### src/rtl/counter_32bit_pkg.sv
// Shared types and constants for the 32-bit up/down counter.
// Compile-time only: no latency, no backpressure.
package counter_32bit_pkg;

  localparam int CNT_W = 32;

  typedef logic [CNT_W-1:0] cnt_t;

  localparam cnt_t CNT_MAX         = 32'hFFFF_FFFF;
  localparam cnt_t RESET_VALUE_DEF = 32'h0000_0000;

  // Terminal count: the next step in the current direction would roll over.
  function automatic logic is_terminal(input cnt_t cnt, input logic up_dn);
    return up_dn ? (cnt == CNT_MAX) : (cnt == '0);
  endfunction

endpackage

### src/rtl/counter_32bit_if.sv
// Control and status bundle of counter_32bit; slave is the counter, master the user.
// No latency of its own; no backpressure (inputs are sampled every cycle).
interface counter_32bit_if;
  import counter_32bit_pkg::*;

  logic en;
  logic clr;
  logic load;
  cnt_t load_val;
  logic up_dn;
  cnt_t cnt_out;
  logic tc;
  logic wrap;

  modport master (
    output en, clr, load, load_val, up_dn,
    input  cnt_out, tc, wrap
  );

  modport slave (
    input  en, clr, load, load_val, up_dn,
    output cnt_out, tc, wrap
  );

endinterface

### src/rtl/counter_32bit_next.sv
// Next-state logic: clr > load > en > hold; saturates instead of wrapping when COUNTER_32BIT_SAT_EN is defined.
// Purely combinational (zero latency); no backpressure.
module counter_32bit_next
  import counter_32bit_pkg::*;
(
  input  cnt_t cnt,
  input  logic up_dn,
  input  logic en,
  input  logic clr,
  input  logic load,
  input  cnt_t load_val,
  output cnt_t cnt_nxt,
  output logic tc,
  output logic rollover
);

  cnt_t step;
  logic step_rolls;

  always_comb begin
    tc         = is_terminal(cnt, up_dn);
    step       = up_dn ? (cnt + cnt_t'(1)) : (cnt - cnt_t'(1));
`ifdef COUNTER_32BIT_SAT_EN
    // Stepping past the boundary is suppressed, so nothing ever rolls over.
    if (tc) begin
      step = cnt;
    end
    step_rolls = 1'b0;
`else
    step_rolls = tc;
`endif

    cnt_nxt  = cnt;
    rollover = 1'b0;
    if (clr) begin
      cnt_nxt = '0;
    end else if (load) begin
      cnt_nxt = load_val;
    end else if (en) begin
      cnt_nxt  = step;
      rollover = step_rolls;
    end
  end

endmodule

### src/rtl/counter_32bit.sv
// 32-bit up/down counter with clear, load, tc and wrap pulse; COUNTER_32BIT_SAT_EN selects saturation.
// cnt_out/wrap update one edge after inputs, tc is combinational; never stalls the user.
module counter_32bit
  import counter_32bit_pkg::*;
#(
  parameter int   WIDTH       = CNT_W,
  parameter cnt_t RESET_VALUE = RESET_VALUE_DEF
) (
  input  logic            clk,
  input  logic            n_reset,
  counter_32bit_if.slave  bus
);

  logic [WIDTH-1:0] cnt_q;
  logic             wrap_q;
  cnt_t             cnt_nxt;
  logic             tc;
  logic             rollover;

  counter_32bit_next u_next (
    .cnt      (cnt_q),
    .up_dn    (bus.up_dn),
    .en       (bus.en),
    .clr      (bus.clr),
    .load     (bus.load),
    .load_val (bus.load_val),
    .cnt_nxt  (cnt_nxt),
    .tc       (tc),
    .rollover (rollover)
  );

  always_ff @(posedge clk or negedge n_reset) begin
    if (!n_reset) begin
      cnt_q  <= RESET_VALUE;
      wrap_q <= 1'b0;
    end else begin
      cnt_q  <= cnt_nxt;
      wrap_q <= rollover;
    end
  end

  assign bus.cnt_out = cnt_q;
  assign bus.wrap    = wrap_q;
  assign bus.tc      = tc;

endmodule

### src/flat_wrapper.sv
// flat-port wrapper written by rule: the top's interface ports become plain ports
module counter_32bit_flat import counter_32bit_pkg::*;
#(
  parameter int   WIDTH       = CNT_W,
  parameter cnt_t RESET_VALUE = RESET_VALUE_DEF
)
  (clk, n_reset, bus_en, bus_clr, bus_load, bus_load_val, bus_up_dn, bus_cnt_out, bus_tc, bus_wrap);
  counter_32bit_if bus_i ();
  input  logic clk;
  input  logic n_reset;
  input wire logic [$bits(bus_i.en)-1:0] bus_en;
  input wire logic [$bits(bus_i.clr)-1:0] bus_clr;
  input wire logic [$bits(bus_i.load)-1:0] bus_load;
  input wire logic [$bits(bus_i.load_val)-1:0] bus_load_val;
  input wire logic [$bits(bus_i.up_dn)-1:0] bus_up_dn;
  output wire logic [$bits(bus_i.cnt_out)-1:0] bus_cnt_out;
  output wire logic [$bits(bus_i.tc)-1:0] bus_tc;
  output wire logic [$bits(bus_i.wrap)-1:0] bus_wrap;
  assign bus_i.en = bus_en;
  assign bus_i.clr = bus_clr;
  assign bus_i.load = bus_load;
  assign bus_i.load_val = bus_load_val;
  assign bus_i.up_dn = bus_up_dn;
  assign bus_cnt_out = bus_i.cnt_out;
  assign bus_tc = bus_i.tc;
  assign bus_wrap = bus_i.wrap;
  counter_32bit #(.WIDTH(WIDTH), .RESET_VALUE(RESET_VALUE)) u_core (.clk(clk), .n_reset(n_reset), .bus(bus_i));
endmodule
### config.mk
export PLATFORM = sky130hd
export DESIGN_NAME = counter_32bit_flat
export DESIGN_NICKNAME = d
export VERILOG_FILES = /design/src/rtl/counter_32bit_pkg.sv /design/src/rtl/counter_32bit_if.sv /design/src/rtl/counter_32bit_next.sv /design/src/rtl/counter_32bit.sv /design/src/flat_wrapper.sv
export SDC_FILE = /design/constraint.sdc
export NUM_CORES = 1
export LEC_CHECK = 0
export BUFFER_PORTS_ARGS = -buffer_cell sky130_fd_sc_hd__buf_2
export CAP_MARGIN = 20
export CORE_UTILIZATION = 55
export DETAILED_ROUTE_END_ITERATION = 7
export PLACE_DENSITY = 0.88
export SETUP_SLACK_MARGIN = 0.4
export SLEW_MARGIN = 20
export SYNTH_ARGS = -nofsm -noshare
export SYNTH_HDL_FRONTEND = slang
export SYNTH_SLANG_ARGS = --single-unit
### constraint.sdc
create_clock -name clk -period 5.8 [get_ports clk]
set_input_delay 0.58 -clock clk [delete_from_list [all_inputs] [get_ports clk]]
set_output_delay 0.58 -clock clk [all_outputs]
set_load 0.05 [all_outputs]
==> out/metrics.csv <==
metric,value,unit
synth_top_cells_by_area,"dfrtp_1 (25%), ha_1 (11%), a21oi_1 (7.0%)",
cts_tree,built,
timing.final.crit_share,58.6,%
worstReg2RegStart,u_core.bus.cnt_out[0]$_DFFE_PN0P_,
max_cap_viol_count,0,
cts_root_buf,clkbuf_8,
hold_viol,0,
reg2reg_to,u_core.bus.cnt_out[30]$_DFFE_PN0P_,
crit_arrival,3.58,ns
core-area,0.00564,mm2
clock-skew-final,0.00481,ns
area_delta_synth_final,14.0,%
maxSlewHeadroom,45.5,%
post-route-util,66.8,%
start_kind,input port,
synthesis.area,0.00331,mm2
hpwl,6730,um
wl_per_cell,17.9,um
synth_ff_type,dfrtp_1,
globalRoute.totalOverflow,0,
gp_congestion,1.03,
antennaDiodeCount,0,
io_pins,72,
die_area,0.00633,mm2
antenna_found_initial,0,
final_layout_size_suffix_gt1_share,19.5,%
slew_violations,0,
cts_setup_buffers,0,
htreeDepth,2,
synth.avg_cell_area,8.11,um2
antenna_left,0,
async_flop_share,100,%
setup_viol,0,
ys_types,60,
yosysTopAreaCell,dfrtp_1,
grt_max_degree,43,
finalWorstSetupSlack,2.40,ns
cts_buffer_depth,2,
final_cell_mix,"buf_2 (71), a21oi_1 (46), nor2_1 (39), dfrtp_1 (33), ha_1 (30)",
clk_latency,0.30,ns
dr.pass1.iters,5,
dp_slack,2.12,ns
die_w,79.5,um
tightest_slew,0.816,ns
yosysWarnings,0,
vias,3508,
yosys_register_bits,33,
via_per_inst,6.52,
fin_hold_ws,0.362,ns
dieHeight,79.5,um
clock_sinks,33,
grt_pass1_wl,15600,um
wl,9650,um
gr-usage-all-layers,31.2,%
regToRegSetupSlack,2.67,ns
postCtsHoldBufs,0,
p_leak,1.89,nW
yosysTopAreaCellShare,25.0,%
min_period,3.40,ns
syn_nets,477,
ys_seq_area_share,25.0,%
clkSlewWorstSetupHoldPaths,0.08,ns
fmax,294,MHz
remaining_drc_errors,0,
synthCells,408,
io_buffer_count,71,
critical_path_class,in2reg,
num_rows,27,
outcome,finished clean,
rsz0062_at_grt,no,
layout_commonest_cell,buf_2,
first_global_vias,3275,
initial_core_util,58.6,%
synth_edf_count,0,
cts_buffers,5,
crit_fanout,30,
power,0.940,mW
cts_resized,0,
worstHoldPathType,in2async,
setup_tns,0,ns
fin_nets,534,
irDropWorstVdd,0.000135,V
initialDrtViolationCount,292,
cp-end-kind,flop,
powerDensity,249,mW/mm2
rr_worst_depth,11,
required,5.97,ns
-- power breakdown --
| part | switching, mW | internal, mW |
|---|---|---|
| Combinational | 0.268 | 0.148 |
| Sequential | 0.0347 | 0.250 |
| Clock | 0.0993 | 0.140 |
| Total | 0.402 | 0.538 |
-- metal layers --
metal,vias to the layer above,wire length [um],share of wire (%),track usage [%]
met1,1658,4170,43,41.1
met4,0,195,2.0,10.4
met3,30,726,7.5,5.14
li1,1656,-,-,-
met2,164,4560,47,51.6
met5,-,0,0,0
-- final cells by class --
cell class,count,area [um2]
sequential,33,826
fill,459,1870
clock inverter,1,30.0
timing repair buffer,72,363
clock buffer,7,86.3
multi-input combinational,338,2320
inverter,15,56.3
tap,72,90.1
-- Yosys cell counts (7+ instances only) --
| library cell | n |
|---|---|
| a211oi_1 | 12 |
| a21o_1 | 18 |
| a21oi_1 | 46 |
| clkbuf_1 | 13 |
| dfrtp_1 | 33 |
| ha_1 | 30 |
| inv_1 | 15 |
| mux2i_1 | 10 |
| nand2_1 | 24 |
| nand3_1 | 11 |
| nand4_1 | 15 |
| nor2_1 | 39 |
| nor3_1 | 10 |
| nor4_1 | 10 |
| o21ai_0 | 13 |
| or3_1 | 7 |
| xnor2_1 | 11 |
| xor2_1 | 12 |
-- kinds of logic after synthesis --
| logic type | share of synthesized area (%) |
|---|---|
| AND/OR/NAND/NOR | 20.9 |
| multiplexers | 3.03 |
| flip-flops | 25.0 |
| AO/OA/AOI/OAI | 28.1 |
| buffers and inverters | 4.88 |
| adder cells (fa/ha/maj) | 12.0 |
| XOR/XNOR | 6.09 |
-- flip-flops by register name, summed over array words and instances (netlist names) --
register / count
u_core.bus.cnt_out: 32
u_core.bus.wrap: 1
-- worst max path at each step --
stage | from | endpoint | depth (start not counted)
after floorplan | bus_up_dn | u_core.bus.cnt_out[16]$_DFFE_PN0P_ | 12
after global placement | bus_up_dn | u_core.bus.cnt_out[26]$_DFFE_PN0P_ | 12
after detailed placement | bus_up_dn | u_core.bus.cnt_out[16]$_DFFE_PN0P_ | 13
after CTS | bus_up_dn | u_core.bus.cnt_out[16]$_DFFE_PN0P_ | 13
after global routing | bus_up_dn | u_core.bus.cnt_out[16]$_DFFE_PN0P_ | 13
final | bus_up_dn | u_core.bus.cnt_out[31]$_DFFE_PN0P_ | 13
-- worst max-delay path: stages --
cell and delay [ns]:
buf_2 0.15, inv_1 0.06, buf_4 0.34, ha_1 0.42, a21oi_1 0.22, o21ai_1 0.11
a221o_1 0.30, a21oi_1 0.19, o21ai_2 0.11, a221oi_1 0.50, o221ai_1 0.28, o21ai_0 0.20
o211ai_1 0.10
-- stage by stage --
stage          area, um2  cells
6_report            3770    538
5_1_grt             3770    538
4_1_cts             3770    538
3_5_place_dp        3650    530
3_3_place_gp        3650    530
2_1_floorplan       3310    408
Power figures use the tool's default switching activity.
